--- src/rtl/switch_debounce_encoder.sv ---
// rtl/switch_debounce_encoder.sv - four-switch debouncer with queued release events
// Optional 2-flop input synchronizers enabled by defining DEBOUNCE_SYNC_EN.
module switch_debounce_encoder #(
    parameter int DEBOUNCE_LIMIT = 250000
) (
    input  logic       i_Clk,
    input  logic       i_Rst_L,
    input  logic       i_Switch_1,
    input  logic       i_Switch_2,
    input  logic       i_Switch_3,
    input  logic       i_Switch_4,
    output logic       o_Switch_1,
    output logic       o_Switch_2,
    output logic       o_Switch_3,
    output logic       o_Switch_4,
    output logic       o_Combo,
    output logic       o_Button_DV,
    output logic [1:0] o_Button_ID,
    output logic [3:0] o_Pending
);

    localparam int               CNT_W   = $clog2(DEBOUNCE_LIMIT);
    localparam logic [CNT_W-1:0] CNT_MAX = CNT_W'(DEBOUNCE_LIMIT - 1);

    logic [3:0]       raw;
    logic [3:0]       samp;
    logic [3:0]       level;
    logic [3:0]       level_q;
    logic [3:0]       release_ev;
    logic [3:0]       pending;
    logic [3:0]       clr;
    logic [1:0]       next_id;
    logic [CNT_W-1:0] cnt [4];

    assign raw = {i_Switch_4, i_Switch_3, i_Switch_2, i_Switch_1};

`ifdef DEBOUNCE_SYNC_EN
    logic [3:0] sync_q1;
    logic [3:0] sync_q2;

    always_ff @(posedge i_Clk) begin
        if (!i_Rst_L) begin
            sync_q1 <= '0;
            sync_q2 <= '0;
        end else begin
            sync_q1 <= raw;
            sync_q2 <= sync_q1;
        end
    end

    assign samp = sync_q2;
`else
    assign samp = raw;
`endif

    // Counter only runs while the sample disagrees with the accepted level,
    // so any disagreement shorter than DEBOUNCE_LIMIT cycles is forgotten.
    always_ff @(posedge i_Clk) begin
        if (!i_Rst_L) begin
            level <= '0;
            for (int i = 0; i < 4; i++) begin
                cnt[i] <= '0;
            end
        end else begin
            for (int i = 0; i < 4; i++) begin
                if (samp[i] == level[i]) begin
                    cnt[i] <= '0;
                end else if (cnt[i] == CNT_MAX) begin
                    level[i] <= samp[i];
                    cnt[i]   <= '0;
                end else begin
                    cnt[i] <= cnt[i] + 1'b1;
                end
            end
        end
    end

    assign release_ev = level_q & ~level;

    always_comb begin
        clr     = 4'b0000;
        next_id = 2'd0;
        if (pending[0]) begin
            clr     = 4'b0001;
            next_id = 2'd0;
        end else if (pending[1]) begin
            clr     = 4'b0010;
            next_id = 2'd1;
        end else if (pending[2]) begin
            clr     = 4'b0100;
            next_id = 2'd2;
        end else if (pending[3]) begin
            clr     = 4'b1000;
            next_id = 2'd3;
        end
    end

    // A release landing on the bit being reported re-queues it.
    always_ff @(posedge i_Clk) begin
        if (!i_Rst_L) begin
            level_q     <= '0;
            o_Combo     <= 1'b0;
            pending     <= '0;
            o_Button_DV <= 1'b0;
            o_Button_ID <= 2'd0;
        end else begin
            level_q     <= level;
            o_Combo     <= level[0] & level[1];
            pending     <= (pending & ~clr) | release_ev;
            o_Button_DV <= |pending;
            o_Button_ID <= next_id;
        end
    end

    assign o_Switch_1 = level[0];
    assign o_Switch_2 = level[1];
    assign o_Switch_3 = level[2];
    assign o_Switch_4 = level[3];
    assign o_Pending  = pending;

endmodule
--- config.mk ---
export PLATFORM = sky130hd
export DESIGN_NAME = switch_debounce_encoder
export DESIGN_NICKNAME = d
export VERILOG_FILES = /design/src/rtl/switch_debounce_encoder.sv
export SDC_FILE = /design/constraint.sdc
export NUM_CORES = 1
export LEC_CHECK = 0
export ABC_AREA = 1
export BUFFER_PORTS_ARGS = -buffer_cell sky130_fd_sc_hd__buf_4
export CORE_ASPECT_RATIO = 1.75
export CORE_UTILIZATION = 62
export CTS_CLUSTER_SIZE = 14
export DETAILED_ROUTE_END_ITERATION = 10
export PLACE_DENSITY = 0.79
export REMOVE_ABC_BUFFERS = 1
export SYNTH_ARGS = -nofsm -noshare
export SYNTH_HDL_FRONTEND = slang
export SYNTH_SLANG_ARGS = --single-unit
--- constraint.sdc ---
create_clock -name i_Clk -period 2 [get_ports i_Clk]
set_input_delay 0.4 -clock i_Clk [delete_from_list [all_inputs] [get_ports i_Clk]]
set_output_delay 0.4 -clock i_Clk [all_outputs]
set_load 0.02 [all_outputs]
Word-level counts from Yosys, hierarchy flattened
Memories as Yosys holds them, arrays and structs flattened.
Index checks and enable logic that the tools add are counted.

word-level totals
  flip-flop bits (word level) = 16
  memory bits (writable) = 72
  input port bits = 6
  output and inout bits = 12
  logic and storage cells = 117
  memories kept = 1

memories
  name  words  bits a word  read ports  clocked after memory_dff  write ports  RTL line  RTL
  cnt   4      18           4           0                         4            33        logic [CNT_W-1:0] cnt [4];

operators by class
  add/sub/neg operators = 4
  equal/unequal tests = 8
  mux-type cells = 64
  bitwise gates (word level) = 23
  reduce and logical (&&, ||, !) cells = 7

operator list
  cell                                           number
  two-way mux 18 bit                             12
  adder 18 x 1 -> 18 bit, second input constant  4
  equality test 18 bit, second input constant    4
  two-way mux 1 bit                              46
  two-way mux 4 bit                              4
  bitwise OR 1 bit                               12
  bitwise AND 4 bit                              2
  NOT 4 bit                                      2
  AND reduction 2 bit                            4
  NOT 1 bit                                      5
  equality test 1 bit                            4
  two-way mux 2 bit                              2
  bitwise OR 4 bit                               1
  OR reduction 4 bit                             1
  OR reduction 3 bit                             1
  OR reduction 2 bit                             1
  bitwise AND 1 bit                              1

Logic depth before layout (Yosys ltp)
Gate-level depths: netlist of run 1.
An unclocked memory read counts as a cell.

  word-level depth = 8
  gate-level depth with buffers = 9
  mapped depth without buffers = 9

Least setup slack after synthesis of run 1
OpenSTA, ideal clock, no wires.

  kind = register to register
  from = memory cnt[2][0] (netlist name)
  to = memory cnt[2][16] (netlist name) (data pin)
  library setup time = 261 ps
  data arrival time = 1355 ps
  required time = 1739 ps
  setup slack = 384 ps
  cell stages (with the launch flop) = 10
  buffers on the path = 1
  clock period less this slack = 1616 ps
  path through = edfxtp_1 > ha_1 > nand2_1 > nor2_2 > nand2_2 > nor2_2 > nand2_1 > nand2_4 > buf_6 > a21oi_1

RTL lines
  what             RTL line
  start, declared  33

==> results of run 1 <==
-- final cells by class --
type                    count  area, um^2
flip-flops and latches     88        2482
multi-input cells         531        2375
fillers                   598        1879
clock buffers              15       342.8
inverters                  79       296.5
repair buffers             17       127.6
well taps                  88       110.1
clock inverters             1       6.256
-- state kept, by name, indices dropped and copies added, names as in the netlist --
signal / count
o_Combo: 1
level_q: 4
cnt: 72
level: 4
o_Pending: 4
o_Button_ID: 2
o_Button_DV: 1
-- final timing paths --
path / end / startpoint
max: cnt[1][9] / cnt[1][0]
min: level[3] / i_Switch_4
max reg2reg: cnt[1][9] / cnt[1][0]
min reg2reg: o_Pending[0] / level_q[0]
-- stage by stage --
stage | total power [uW] | std cells | setup slack [ns] | util (%) | hold slack (ns)
after detailed placement | 2423 | 803 | 0.1918 | 70.76 | 0.4139
after floorplan | 2349 | 698 | 0.4409 | - | 0.3952
after global placement | 2413 | 803 | 0.2777 | 70.76 | 0.4065
after CTS | 4276 | 819 | 0.1618 | 75.34 | 0.3525
final | 4266 | 819 | 0.1428 | 75.34 | 0.3518
after global routing | 4405 | 819 | 0.01032 | 75.34 | 0.3862
-- cell usage after synthesis, types with 2 or more instances --
master and count:
dfxtp_1 16, nand2_1 155, buf_6 3, o21ai_0 19, nor2_2 5, a21oi_1 45, nand3_1 43, a21oi_2 2
nand2_4 2, nor2_1 133, edfxtp_1 72, nand2_2 5, inv_1 78, xnor2_1 6, ha_1 4, or2_0 4
or2_2 2, xor2_1 15, nor3_1 6, nand4_1 10
-- logic make-up (layout without fill, tap and decap cells) --
| logic type | Yosys count | count (layout) | share of synthesized area [%] |
|---|---|---|---|
| buffers and inverters | 84 | 112 | 6.949 |
| AO/OA/AOI/OAI | 67 | 67 | 6.949 |
| AND/OR/NAND/NOR | 367 | 367 | 30.97 |
| XOR/XNOR | 21 | 21 | 3.728 |
| adder cells (fa/ha/maj) | 4 | 4 | 1.014 |
| flip-flops | 88 | 88 | 50.32 |
| other | 1 | 72 | 0.07601 |
-- critical path, stage by stage (launching register included) --
cell,delay (ns)
edfxtp_1,0.43
ha_1,0.22
nand3_1,0.15
inv_2,0.12
nand2_2,0.06
nor2_2,0.15
nand2_1,0.08
nand2_2,0.28
nor2_1,0.10
-- metal layers --
metal	track usage [%]	wire, um	vias up
li1	-	-	2167
met1	27.33	3885	1948
met2	46.36	5337	78
met3	4.870	220	28
met4	12.24	305	0
met5	0	0	-
-- cell usage in the layout (no fill, tap or decap), drive strengths merged, types with 16 or more instances in the layout --
master	netlist	final
dfxtp	16	16
inv	79	80
o21ai	20	20
edfxtp	72	72
buf	5	17
a21oi	47	47
conb	1	72
nand3	43	43
nor2	138	138
nand2	162	162
-- power breakdown --
part	leakage [uW]	total [uW]	switching, uW	internal, uW
Sequential	0.000870	2160	87.4	2070
Clock	0.000173	1870	691	1180
Combinational	0.00132	236	159	76.6
Total	0.00236	4270	937	3330
==> flow_metrics.py, run 1 <==
metrics = {
    "outcome": {
        "status": "finished clean",
    },
    "cts": {
        "clock_path_buffers": 2,
        "cts_setup_buffers": 0,
        "cts_root_buf": "clkbuf_16",
        "cts_max_level": 3,
        "cts_tree": "done",
        "cts_buffers": 9,
        "cts_hold_buf": 0,
        "clkTransAtPathRegs_ns": 0.06,
        "cts_resized": 0,
        "clock_latency_ns": 0.34,
        "cts.sinks": 88,
    },
    "sta": {
        "hold_viol": 0,
        "period_needed_ns": 1.857,
        "period_share_pct": 92.86,
        "tns_ns": 0,
        "skew_ns": 0.007718,
        "fmax_mhz": 538.5,
        "finalMaxSlewViolations": 0,
        "rsz0062_at_grt": "false",
        "finalSetupViolCount": 0,
    },
    "die": {
        "chipHeight_um": 120.0,
        "num_io_pins": 18,
        "die_area_um2": 8332,
        "die_x_um": 69.43,
        "row_count": 42,
        "coreArea_um2": 7620,
        "initial_core_util_pct": 64.75,
    },
    "detailed_routing": {
        "firstDrtPassIters": 4,
        "drc": 0,
        "via_per_inst": 5.154,
        "drt_wl_total_um": 9748,
        "wire_per_inst_um": 11.90,
        "ant_nets": 0,
        "num_vias": 4221,
        "drtIter0Drc": 234,
    },
    "finish": {
        "syn2layout_area_growth_pct": 16.36,
        "drive_gt1_share_pct": 6.840,
        "n_antenna_cell": 0,
        "fin_area_um2": 5741,
        "final_net_count": 736,
    },
    "global_route": {
        "first_global_vias": 4064,
        "grt_usage_pct": 25.28,
        "grt_max_degree": 19,
        "antenna_found_initial": 0,
        "overflow": 0,
        "grt_pass1_wl_um": 16820,
    },
    "power": {
        "leakage_uw": 0.002365,
        "peakVddDrop_mv": 0.6759,
        "powerDensity_nw_per_um2": 743.1,
    },
    "yosys": {
        "syn_area_um2": 4933,
        "yosysSeqAreaShare_pct": 50.32,
        "synthArstFlopShare_pct": 0,
        "synth_edf_count": 72,
        "ys_ff_latch": 88,
        "ys.flop_type": "edfxtp_1",
        "synth.distinct_cells": 27,
        "synthCells": 632,
        "synth_area_per_cell_um2": 7.806,
        "ys_warn_count": 0,
        "yosysTopAreaCell": "edfxtp_1",
        "synthDominantCellAreaShare_pct": 43.82,
        "ys_top_cells_by_area": "edfxtp_1, nand2_1, nor2_1",
    },
    "setup_path": {
        "reg2reg_depth": 8,
        "path_max_fanout": 18,
        "startpoint_type": "flip-flop",
        "cp.arrival_ns": 1.93,
        "end_kind": "flip-flop",
        "path_class": "reg -> reg",
        "regToRegSetupSlack_ns": 0.14,
        "worstPathRequired_ns": 2.08,
    },
    "hold_path": {
        "hold_path.class": "in -> reg",
        "whs_path_depth": 3,
    },
    "placement": {
        "gp_congestion": 0.8979,
        "port_buffers": 17,
        "hpwlAfterDp_um": 7159,
        "postPlaceCellArea_um2": 5391,
    },
    "flow_run": {
        "cap_violations": 0,
    },
}
Note: power is estimated with default switching activity, not from simulation.
==> run 2: changes to the inputs <==
Settings changed: CORE_UTILIZATION 62 to 63, CTS_BUF_LIST set to sky130_fd_sc_hd__clkbuf_2, PLACE_DENSITY 0.79 to 0.8.
==> run 2 against run 1 <==
Register-to-register slack better by 0.04 ns. Sequential power about the same. Worst setup slack better by 0.043 ns. Critical endpoint unchanged. Largest cell class unchanged.
==> flow_metrics.py, run 2 (synthesis gave the netlist of run 1 again) <==
metrics = {
    "detailed_routing": {
        "firstDrtPassIters": 5,
        "num_vias": 4184,
        "drtIter0Drc": 196,
        "via_per_inst": 5.109,
        "drt_wl_total_um": 9458,
        "wire_per_inst_um": 11.55,
        "ant_nets": 0,
        "drc": 0,
    },
    "sta": {
        "rsz0062_at_grt": "false",
        "tns_ns": 0,
        "finalSetupViolCount": 0,
        "hold_viol": 0,
        "period_needed_ns": 1.814,
        "period_share_pct": 90.72,
        "finalMaxSlewViolations": 0,
        "fmax_mhz": 551.1,
        "skew_ns": 0.01187,
    },
    "setup_path": {
        "crit_buf_inv": 1,
        "path_class": "reg -> reg",
        "cp_slowest_cell": "edfxtp_1",
        "crit_path_frequent_cell": "nand2_2",
        "startpoint_type": "flip-flop",
        "crit_path_cell_trace": "ha_1, nand3_1, inv_2, nand2_2, nor2_2, nand2_1, nand2_2, nor2_1",
        "worstPathRequired_ns": 2.35,
        "slowest_delay_ns": 0.48,
        "cp.arrival_ns": 2.16,
        "path_max_fanout": 18,
        "end_kind": "flip-flop",
        "crit_family": "simple AND/OR/NAND/NOR gates",
    },
    "global_route": {
        "grt_usage_pct": 25.51,
        "first_global_vias": 3888,
        "antenna_found_initial": 0,
        "grt_pass1_wl_um": 15730,
        "grt_max_degree": 19,
        "overflow": 0,
    },
    "finish": {
        "instances_no_fill": 819,
        "syn2layout_area_growth_pct": 11.95,
        "layout_commonest_cell": "nand2_1",
        "layout_common_cells": "nand2_1, nor2_1, inv_1",
        "final_net_count": 736,
        "drive_gt1_share_pct": 6.977,
        "largest_reg_flops": 72,
        "regMostFlops": "cnt",
        "n_antenna_cell": 0,
    },
    "cts": {
        "clock_path_buffers": 2,
        "clock_latency_ns": 0.57,
        "cts_root_buf": "clkbuf_2",
        "cts.sinks": 88,
        "cts_tree": "done",
        "clkTransAtPathRegs_ns": 0.23,
        "cts_max_level": 3,
        "cts_resized": 0,
        "cts_setup_buffers": 0,
        "cts_buffers": 9,
        "cts_hold_buf": 0,
    },
    "die": {
        "initial_core_util_pct": 65.20,
        "coreArea_um2": 7567,
        "row_count": 42,
        "chipHeight_um": 119.1,
        "num_io_pins": 18,
        "die_x_um": 68.90,
        "die_area_um2": 8203,
    },
    "placement": {
        "hpwlAfterDp_um": 7278,
        "port_buffers": 17,
        "gp_congestion": 0.8891,
        "dp.cells": 803,
    },
    "power": {
        "peakVddDrop_mv": 0.6991,
        "leakage_uw": 0.002278,
        "powerDensity_nw_per_um2": 619.1,
    },
    "outcome": {
        "status": "finished clean",
    },
    "flow_run": {
        "cap_violations": 0,
    },
    "hold_path": {
        "hold_path.class": "in -> reg",
    },
}
==> run 2: area by class of cell <==
cell class	instances	area, um^2
Timing Repair Buffer	17	127.6
Multi-Input combinational cell	531	2375
Sequential cell	88	2482
Inverter	79	296.5
Clock buffer	10	50.05
Fill cell	632	2044
Clock inverter	6	81.33
Tap cell	88	110.1
==> run 2: worst reg2reg max path: cells and delay by family, from the launching register on <==
| kind | cells | cell delay, ns |
|---|---|---|
| simple gates | 6 | 0.80 |
| flops | 1 | 0.48 |
| buf+inv | 1 | 0.11 |
| fa+ha+maj | 1 | 0.21 |
==> run 2: layer usage <==
| metal | routed length, um | track usage, % |
|---|---|---|
| met5 | 0 | 0 |
| met1 | 3783 | 27.70 |
| met3 | 342 | 4.981 |
| met4 | 216 | 10.20 |
| met2 | 5116 | 45.81 |
==> run 2: path summary, 6_finish.rpt <==
kind                   start            to  slack, ns  cells after the start
hold reg to reg   level_q[0]  o_Pending[0]       0.44                      2
setup reg to reg   cnt[1][0]     cnt[1][9]       0.19                      8
hold / removal    i_Switch_4      level[3]        0.1                      3
setup / recovery   cnt[1][0]     cnt[1][9]       0.19                      8
==> run 2: metrics by stage <==
stage                     total power (uW)  instance area (um^2)  setup WS (ns)  hold WS, ns  utilization [%]
after floorplan                       2349                  5154         0.4409       0.3952                -
after global placement                2413                  5391         0.2726       0.4005            71.25
after detailed placement              2424                  5391         0.2232       0.4268            71.25
after CTS                             3441                  5523         0.2003      0.06497            72.98
after global routing                  3555                  5523        0.03015      0.07688            72.98
final                                 3419                  5523         0.1855      0.09671            72.98
==> run 2: report_power, final <==
part | total [uW] | internal (uW) | switching, uW
clock network | 1030 | 416 | 612
registers | 2160 | 2070 | 85.5
logic | 235 | 76.8 | 159
==> run 3: changes to the inputs <==
Settings changed: CORE_ASPECT_RATIO 1.75 to not set.
==> run 3 against run 2 <==
Final cell count rose by 1.3%. Global-route usage down 0.96 points. Maximum frequency rose by 0.42%. Highest routed layer unchanged. Hold slack improved by 0.040 ns. Via count decreased by 1.0%. Flip-flop and latch count unchanged. Combinational power is essentially flat. Clock skew rose by 0.0053 ns. First-iteration DRC count shrank 2.0%. Clock-buffer cell count is the same.
==> flow_metrics.py, run 3 (synthesis gave the netlist of run 1 again) <==
metrics = {
    "finish": {
        "final_net_count": 736,
        "layout_commonest_cell": "nand2_1",
        "regMostFlops": "cnt",
        "n_antenna_cell": 0,
        "layout_common_cells": "nand2_1, nor2_1, inv_1",
        "fin_area_um2": 5492,
        "drive_gt1_share_pct": 6.703,
        "largest_reg_flops": 72,
        "instances_no_fill": 830,
        "final_util_pct": 74.13,
        "fillerInstances": 588,
        "syn2layout_area_growth_pct": 11.31,
    },
    "placement": {
        "gp_congestion": 0.8520,
        "postPlaceCellArea_um2": 5405,
        "hpwlAfterDp_um": 7039,
        "dp.cells": 814,
        "dp_worst_setup_slack_ns": 0.2173,
        "port_buffers": 17,
    },
    "setup_path": {
        "cp.arrival_ns": 2.11,
        "path_class": "reg -> reg",
        "crit_path_frequent_cell": "nand2_2",
        "crit_path_cell_trace": "ha_1, nand3_1, inv_2, nand2_2, nor2_2, nand2_1, nand2_2, a21oi_1",
        "reg2reg_to": "cnt[1][17]",
        "cp_slowest_cell": "edfxtp_1",
        "crit_family": "simple AND/OR/NAND/NOR gates",
        "crit_buf_inv": 1,
        "path_max_fanout": 18,
        "reg2reg_depth": 8,
        "worstPathRequired_ns": 2.30,
        "startpoint_type": "flip-flop",
        "end_kind": "flip-flop",
        "slowest_delay_ns": 0.50,
        "timing.rr.start": "cnt[1][0]",
        "regToRegSetupSlack_ns": 0.19,
    },
    "cts": {
        "cts_tree": "done",
        "cts_setup_buffers": 0,
        "cts_buffers": 9,
        "clock_latency_ns": 0.54,
        "cts_root_buf": "clkbuf_2",
        "cts_max_level": 3,
        "cts_resized": 0,
        "cts_hold_buf": 0,
        "clock_path_buffers": 2,
        "clkTransAtPathRegs_ns": 0.23,
        "cts.sinks": 88,
    },
    "flow_run": {
        "cap_violations": 0,
    },
    "die": {
        "coreArea_um2": 7408,
        "num_io_pins": 18,
        "chipHeight_um": 90.49,
        "die_x_um": 90.49,
        "initial_core_util_pct": 66.59,
        "die_area_um2": 8188,
        "row_count": 31,
    },
    "detailed_routing": {
        "num_vias": 4142,
        "via_per_inst": 4.990,
        "drtIter0Drc": 192,
        "ant_nets": 0,
        "drc": 0,
        "wire_per_inst_um": 11.22,
        "drt_wl_total_um": 9309,
        "firstDrtPassIters": 5,
    },
    "global_route": {
        "first_global_vias": 3899,
        "grt_max_degree": 19,
        "grt_usage_pct": 24.55,
        "antenna_found_initial": 0,
        "grt_pass1_wl_um": 16420,
        "overflow": 0,
    },
    "power": {
        "peakVddDrop_mv": 0.4365,
        "leakage_uw": 0.002245,
        "powerDensity_nw_per_um2": 573.6,
    },
    "sta": {
        "period_needed_ns": 1.807,
        "fmax_mhz": 553.4,
        "finalSetupViolCount": 0,
        "tns_ns": 0,
        "skew_ns": 0.01719,
        "period_share_pct": 90.34,
        "finalMaxSlewViolations": 0,
        "hold_viol": 0,
        "worst_slack_ns": 0.1931,
        "rsz0062_at_grt": "false",
    },
    "hold_path": {
        "hold_path.class": "in -> reg",
        "whs_path_depth": 3,
        "min-delay-start": "i_Switch_4",
        "hold_end": "level[3]",
    },
    "outcome": {
        "status": "finished clean",
    },
}
-- run 3: cell types whose count changed in the layout (fill, tap and decap cells not counted), sizes merged --
cell | previous run | this run
clkinvlp | 0 | 2
clkinv | 1 | 4
inv | 82 | 79
bufinv | 2 | 0
-- run 3: stage by stage --
step / hold WS (ns) / total power, uW
floorplan: 0.3952 / 2349
global placement: 0.3981 / 2410
detailed placement: 0.4021 / 2423
CTS: 0.1080 / 3165
global route: 0.1210 / 3292
finish: 0.1365 / 3150
-- run 3: worst max-delay path by stage --
stage	start	end	slack (ns)	depth (start not counted)
2_1_floorplan	cnt[1][0]	cnt[1][14]	0.44	8
3_3_place_gp	cnt[2][0]	cnt[2][11]	0.30	8
3_5_place_dp	cnt[1][0]	cnt[1][11]	0.22	8
4_1_cts	cnt[1][0]	cnt[1][3]	0.20	8
5_1_grt	cnt[1][0]	cnt[1][4]	0.05	8
6_report	cnt[1][0]	cnt[1][17]	0.19	8
-- run 3: final cells by class --
cell class | count | area [um^2] | area share (%)
clock buffers | 10 | 50.05 | 0.9114
clock inverters | 6 | 36.28 | 0.6607
inverters | 79 | 296.5 | 5.400
multi-input cells | 531 | 2375 | 43.24
flip-flops and latches | 88 | 2482 | 45.20
well taps | 99 | 123.9 | 2.256
repair buffers | 17 | 127.6 | 2.324
-- run 3: where the power goes --
| group | total, uW | internal [uW] | leakage [uW] | switching, uW |
|---|---|---|---|---|
| clock | 758 | 160 | 0.0000530 | 598 |
| combinational | 236 | 76.8 | 0.00132 | 159 |
| sequential | 2160 | 2070 | 0.000870 | 86.6 |
-- run 3: layer usage --
| layer | GRT usage [%] | wire, um | vias to the layer above | share of wire (%) |
|---|---|---|---|---|
| li1 | - | - | 2162 | - |
| met1 | 31.45 | 4272 | 1877 | 46 |
| met2 | 42.11 | 4499 | 88 | 48 |
| met3 | 3.283 | 381 | 15 | 4.1 |
| met4 | 9.677 | 156 | 0 | 1.7 |
| met5 | 0 | 0 | - | 0 |
-- run 3: worst register-to-register path: stages, from the launching register on --
cell	delay [ns]
edfxtp_1	0.50
ha_1	0.22
nand3_1	0.13
inv_2	0.11
nand2_2	0.06
nor2_2	0.14
nand2_1	0.08
nand2_2	0.28
a21oi_1	0.08
